[src/rtl/apb_requester.sv]
// apb_requester: APB-style initiator that turns the core's single-request
// load/store port into SETUP/ACCESS bus transfers.
//
// The upper SEL_W address bits pick one of NUM_SLV slaves (one-hot P_SEL).
// The requester then waits in ACCESS for that slave's PREADY. A wait-cycle
// counter aborts the transfer with cpu_err after TIMEOUT ACCESS cycles, so a
// dead slave cannot stall the core. TIMEOUT=0 disables the abort.
//
// Ports
//   clock, rst              bus clock (rising edge), async active-high reset
//   cpu_req/we/addr/wdata   request from core, sampled only while cpu_ready=1
//   cpu_ready               idle, a request will be accepted this cycle
//   cpu_done                one-cycle completion pulse
//   cpu_rdata               read data, held until the next completion
//   cpu_err                 with cpu_done: transfer aborted by timeout
//   P_SEL, P_EN             one-hot slave select, access-phase enable
//   PWRITE, PADDR, PWDATA   direction/address/write data, stable per transfer
//   PREADY, PRDATA          per-slave ready and read data (slave i at
//                           PRDATA[i*DATA_W +: DATA_W])
module apb_requester #(
  parameter int ADDR_W  = 16,
  parameter int DATA_W  = 16,
  parameter int SEL_W   = 2,
  parameter int TIMEOUT = 255
) (
  input  logic                         clock,
  input  logic                         rst,
  input  logic                         cpu_req,
  input  logic                         cpu_we,
  input  logic [ADDR_W-1:0]            cpu_addr,
  input  logic [DATA_W-1:0]            cpu_wdata,
  output logic                         cpu_ready,
  output logic                         cpu_done,
  output logic [DATA_W-1:0]            cpu_rdata,
  output logic                         cpu_err,
  output logic [(1<<SEL_W)-1:0]        P_SEL,
  output logic                         P_EN,
  output logic                         PWRITE,
  output logic [ADDR_W-1:0]            PADDR,
  output logic [DATA_W-1:0]            PWDATA,
  input  logic [(1<<SEL_W)-1:0]        PREADY,
  input  logic [(1<<SEL_W)*DATA_W-1:0] PRDATA
);

  localparam int NUM_SLV = 1 << SEL_W;
  // The counter only ever reaches TIMEOUT-1 before the abort fires.
  localparam int CNT_W = (TIMEOUT > 1) ? $clog2(TIMEOUT) : 1;
  localparam logic [CNT_W-1:0] CNT_LAST = CNT_W'(TIMEOUT - 1);

  typedef enum logic [1:0] {
    IDLE   = 2'd0,
    SETUP  = 2'd1,
    ACCESS = 2'd2
  } state_t;

  state_t               state_q, state_d;
  logic [CNT_W-1:0]     cnt_q, cnt_d;
  logic [SEL_W-1:0]     sel_q, sel_d;
  logic                 ready_q, ready_d;
  logic                 done_q, done_d;
  logic                 err_q, err_d;
  logic [DATA_W-1:0]    rdata_q, rdata_d;
  logic [NUM_SLV-1:0]   psel_q, psel_d;
  logic                 pen_q, pen_d;
  logic                 pwrite_q, pwrite_d;
  logic [ADDR_W-1:0]    paddr_q, paddr_d;
  logic [DATA_W-1:0]    pwdata_q, pwdata_d;

  logic                 pready_sel;
  logic [DATA_W-1:0]    prdata_sel;
  logic                 timeout_hit;
  logic [SEL_W-1:0]     req_sel;

  // Only the latched slave is observed; other PREADY bits are don't-care.
  assign pready_sel  = PREADY[sel_q];
  assign prdata_sel  = PRDATA[int'(sel_q)*DATA_W +: DATA_W];
  assign timeout_hit = (TIMEOUT != 0) && (cnt_q == CNT_LAST);
  assign req_sel     = cpu_addr[ADDR_W-1 -: SEL_W];

  // State and output registers
  always_ff @(posedge clock or posedge rst) begin
    if (rst) begin
      state_q  <= IDLE;
      cnt_q    <= '0;
      sel_q    <= '0;
      ready_q  <= 1'b1;
      done_q   <= 1'b0;
      err_q    <= 1'b0;
      rdata_q  <= '0;
      psel_q   <= '0;
      pen_q    <= 1'b0;
      pwrite_q <= 1'b0;
      paddr_q  <= '0;
      pwdata_q <= '0;
    end else begin
      state_q  <= state_d;
      cnt_q    <= cnt_d;
      sel_q    <= sel_d;
      ready_q  <= ready_d;
      done_q   <= done_d;
      err_q    <= err_d;
      rdata_q  <= rdata_d;
      psel_q   <= psel_d;
      pen_q    <= pen_d;
      pwrite_q <= pwrite_d;
      paddr_q  <= paddr_d;
      pwdata_q <= pwdata_d;
    end
  end

  // Next-state logic
  always_comb begin
    state_d = state_q;
    case (state_q)
      IDLE:    if (cpu_req) state_d = SETUP;
      SETUP:   state_d = ACCESS;
      ACCESS:  if (pready_sel || timeout_hit) state_d = IDLE;
      default: state_d = IDLE;
    endcase
  end

  // Output logic: next values of the registered outputs. Each value is
  // computed one cycle ahead so it appears together with the new state.
  always_comb begin
    cnt_d    = cnt_q;
    sel_d    = sel_q;
    ready_d  = ready_q;
    done_d   = 1'b0;
    err_d    = 1'b0;
    rdata_d  = rdata_q;
    psel_d   = psel_q;
    pen_d    = pen_q;
    pwrite_d = pwrite_q;
    paddr_d  = paddr_q;
    pwdata_d = pwdata_q;
    case (state_q)
      IDLE: begin
        psel_d  = '0;
        pen_d   = 1'b0;
        ready_d = 1'b1;
        if (cpu_req) begin
          paddr_d         = cpu_addr;
          pwdata_d        = cpu_wdata;
          pwrite_d        = cpu_we;
          sel_d           = req_sel;
          cnt_d           = '0;
          ready_d         = 1'b0;
          psel_d          = '0;
          psel_d[req_sel] = 1'b1;
        end
      end
      SETUP: begin
        pen_d = 1'b1;
      end
      ACCESS: begin
        // PREADY takes priority over a simultaneous timeout.
        if (pready_sel) begin
          if (!pwrite_q) rdata_d = prdata_sel;
          done_d  = 1'b1;
          ready_d = 1'b1;
          psel_d  = '0;
          pen_d   = 1'b0;
        end else if (timeout_hit) begin
          done_d  = 1'b1;
          err_d   = 1'b1;
          rdata_d = '0;
          ready_d = 1'b1;
          psel_d  = '0;
          pen_d   = 1'b0;
        end else begin
          cnt_d = cnt_q + 1'b1;
        end
      end
      default: begin
        psel_d  = '0;
        pen_d   = 1'b0;
        ready_d = 1'b1;
      end
    endcase
  end

  assign cpu_ready = ready_q;
  assign cpu_done  = done_q;
  assign cpu_err   = err_q;
  assign cpu_rdata = rdata_q;
  assign P_SEL     = psel_q;
  assign P_EN      = pen_q;
  assign PWRITE    = pwrite_q;
  assign PADDR     = paddr_q;
  assign PWDATA    = pwdata_q;

endmodule

[config.mk]
export PLATFORM = sky130hd
export DESIGN_NAME = apb_requester
export DESIGN_NICKNAME = d
export VERILOG_FILES = /design/src/rtl/apb_requester.sv
export SDC_FILE = /design/constraint.sdc
export NUM_CORES = 1
export LEC_CHECK = 0
export BUFFER_PORTS_ARGS = -buffer_cell sky130_fd_sc_hd__clkbuf_2
export CAP_MARGIN = 20
export CORE_MARGIN = 3
export CORE_UTILIZATION = 48
export CTS_CLUSTER_DIAMETER = 30
export DETAILED_ROUTE_END_ITERATION = 6
export PLACE_DENSITY_LB_ADDON = 0.12
export SLEW_MARGIN = 25
export SYNTH_ARGS = -nofsm -noshare
export SYNTH_HDL_FRONTEND = slang
export SYNTH_SLANG_ARGS = --single-unit
[constraint.sdc]
create_clock -name clock -period 3.8 [get_ports clock]
set_input_delay 0.95 -clock clock [delete_from_list [all_inputs] [get_ports clock]]
set_output_delay 0.95 -clock clock [all_outputs]
set_load 0.02 [all_outputs]
==> metrics.yaml <==
status: "finished, final reports clean"
synth-compound-area-share_pct: 9.92
hpwl_um: 5870
max_freq_mhz: 439
cp_num_cells: 2
crit_type: "flip-flop to output pin"
post_cts_buffers: 0
crit_path_end_kind: "output pin"
grt_max_degree: 44
nNetsFinal: 541
reg2regPathDepth: 4
r2r_setup_slack_ns: 1.72
drtPass1Iterations: 4
gp_congestion: 0.834
ys_warn_count: 0
netSwitchingFraction_pct: 41.8
synth_edf_count: 0
synth_cell_types: 37
vias_per_cell: 5.12
cp-start-kind: "flip-flop"
root_buffer: "clkbuf_8"
critPathSlowestCell: "dfrtp_1"
ys_seq_area_share_pct: 55.2
dieHeight_um: 85.6
netlist_area_um2: 3040
antenna_found_initial: 0
rsz0062_at_grt: "false"
crit_chain: "buf_4 > clkbuf_2"
clockPowerShare_pct: 17.4
hold_buffers: 0
p_comb_share_pct: 45.9
syn2layout_area_growth_pct: 34.4
power.total_uw: 3290
final_cell_mix: "160 x clkbuf_2, 107 x nand2_1, 66 x dfrtp_1, 17 x mux4_2, 16 x a22o_1"
diodes: 0
critPathMaxStageDelay_ns: 0.40
crit_path_max_fanout: 18
synth_mux_area_share_pct: 12.9
vias: 2637
syn-num-nets: 381
power_switching_uw: 1370
wl_per_cell_um: 15.1
die_area_um2: 7320
power_frac_seq_pct: 36.6
layout-drive-gt1-share_pct: 46.6
coreArea_um2: 6030
async_flop_share_pct: 100
grt_pass1_wl_um: 12800
start_util_pct: 50.5
synth-main-ff-cell: "dfrtp_1"
critical_path.startpoint: "sel_q[0]$_DFFE_PP0P_"
synth_top_family_by_area: "simple AND/OR/NAND/NOR gates"
r2r-end: "cpu_rdata[11]$_DFFE_PP0P_"
fin_skew_ns: 0.00724
path_buf_inv: 2
layout_commonest_cell: "clkbuf_2"
grt_pass1_vias: 2702
crit_required_ns: 2.85
setup_tns_ns: 0
drt_iter0_drc: 119
fp.dieW_um: 85.6
drv_slew: 0
leakage_uw: 0.00222
portBuffers: 160
numCtsBuffers: 9
arrival_ns: 1.33
cts_tree: "built"
cts.sinks: 67
synth_xor_xnor_area_share_pct: 0.288
p_int_uw: 1910
setup_viol_count_final: 0
grt_usage_pct: 22.2
drt.antenna.violating_nets: 0
clk_pin_slew_ns: 0.07
rows: 28
finalHoldViolCount: 0
synth-seq-cells: 67
worst_pin_slew_ns: 0.714
irDropWorstVdd_v: 0.000407
power_density_nw_per_um2: 804
cts_resized: 0
htree_levels: 3
avgSynthCellArea_um2: 11.1
r2r_start: "sel_q[0]$_DFFE_PP0P_"
relSlewSlack_pct: 52.3
period_minus_slack_ns: 2.28
synth-simple-area-share_pct: 17.5
clock_latency_ns: 0.33
wl_um: 7760
cts.path.max_buffers: 2
fin_crit_sh_pct: 60.0
synthCells: 275
endpoint: "PADDR[14]"
drv_cap: 0
drc: 0
hold_path.class: "flip-flop to flip-flop"
grt_remaining_overflow: 0
io_pins: 161
synthAdderAreaFrac_pct: 0.823
cp_top_family: "buffers and inverters"
## logic make-up after synthesis
family / Yosys count
AOI/OAI and AO/OA: 39
adders and majority gates: 2
xor gates and xnor gates: 1
muxes: 18
and+or+nand+nor: 126
buffers and inverters: 22
DFF: 67
## worst register-to-register path, cell delays in order (launching register included)
cell and delay (ns):
dfrtp_1 0.42, mux4_2 0.42, nor3b_4 0.64, nor2_4 0.21, a22o_1 0.29
## through the flow
stage          area (um^2)  hold slack (ns)  instances  worst slack (ns)  util [%]
4_1_cts               4090            0.470        515              1.48      67.8
5_1_grt               4090            0.486        515              1.42      67.8
3_5_place_dp          3890            0.458        499              1.20      64.6
3_3_place_gp          3890            0.450        499              1.26      64.6
6_report              4090            0.467        515              1.52      67.8
2_1_floorplan         3040            0.463        275              1.17         -
## cells in the mapped netlist, types with 2 or more instances
cell | count | area (um^2)
o2bb2ai_1 | 2 | 17.5
inv_1 | 5 | 18.8
ha_1 | 2 | 25.0
a21o_1 | 2 | 15.0
clkbuf_1 | 8 | 30.0
a22o_1 | 16 | 140
a31oi_1 | 2 | 12.5
nand3_1 | 4 | 20.0
buf_6 | 2 | 22.5
dfrtp_1 | 66 | 1650
nand2_1 | 107 | 402
o21ai_0 | 6 | 30.0
buf_1 | 3 | 11.3
and3_1 | 2 | 12.5
nor2_1 | 3 | 11.3
mux4_2 | 17 | 383
a21oi_1 | 3 | 15.0
a211o_1 | 2 | 17.5
nor3_1 | 4 | 20.0
buf_2 | 2 | 10.0
## sequential cells by signal, indices dropped and copies added, names as in the netlist
| signal | cells |
|---|---|
| cnt_q | 8 |
| PWDATA | 16 |
| sel_q | 1 |
| cpu_rdata | 16 |
| cpu_done | 1 |
| P_SEL | 4 |
| PADDR | 15 |
| P_EN | 1 |
| state_q | 2 |
| cpu_err | 1 |
| cpu_ready | 1 |
| PWRITE | 1 |
## area by class of cell
type                            instances  area, um^2
Sequential cell                        67        1680
Clock inverter                          7        68.8
Timing Repair Buffer                  165         838
Clock buffer                            9         124
Fill cell                             493        1940
Inverter                                6        22.5
Tap cell                               75        93.8
Multi-Input combinational cell        186        1260
## power groups by stage
stage          combinational [uW]  sequential, uW  clock (uW)
3_5_place_dp                 1530            1210           0
4_1_cts                      1530            1200         589
5_1_grt                      1640            1240         631
6_report                     1510            1200         573
3_3_place_gp                 1490            1210           0
2_1_floorplan                 693            1530           0
## worst min path at each step
stage	cells past startpoint	endpoint	slack [ns]	startpoint
finish	2	cpu_ready$_DFFE_PP1P_	0.47	cpu_ready$_DFFE_PP1P_
global route	2	cpu_ready$_DFFE_PP1P_	0.49	cpu_ready$_DFFE_PP1P_
CTS	2	cpu_ready$_DFFE_PP1P_	0.47	cpu_ready$_DFFE_PP1P_
detailed placement	2	cpu_ready$_DFFE_PP1P_	0.46	cpu_ready$_DFFE_PP1P_
global placement	2	cpu_ready$_DFFE_PP1P_	0.45	cpu_ready$_DFFE_PP1P_
floorplan	1	cnt_q[4]$_DFFE_PP0P_	0.46	cnt_q[4]$_DFFE_PP0P_
## routing by layer
layer / vias to the layer above / wire [um] / GRT usage, % / share of wire [%]
met4: 0 / 30 / 5.90 / 0.39
met2: 105 / 3830 / 35.4 / 49
li1: 1272 / - / - / -
met1: 1258 / 3200 / 29.3 / 41
met5: - / 0 / 0 / 0
met3: 2 / 688 / 7.49 / 8.9
Power figures use the tool's default switching activity.
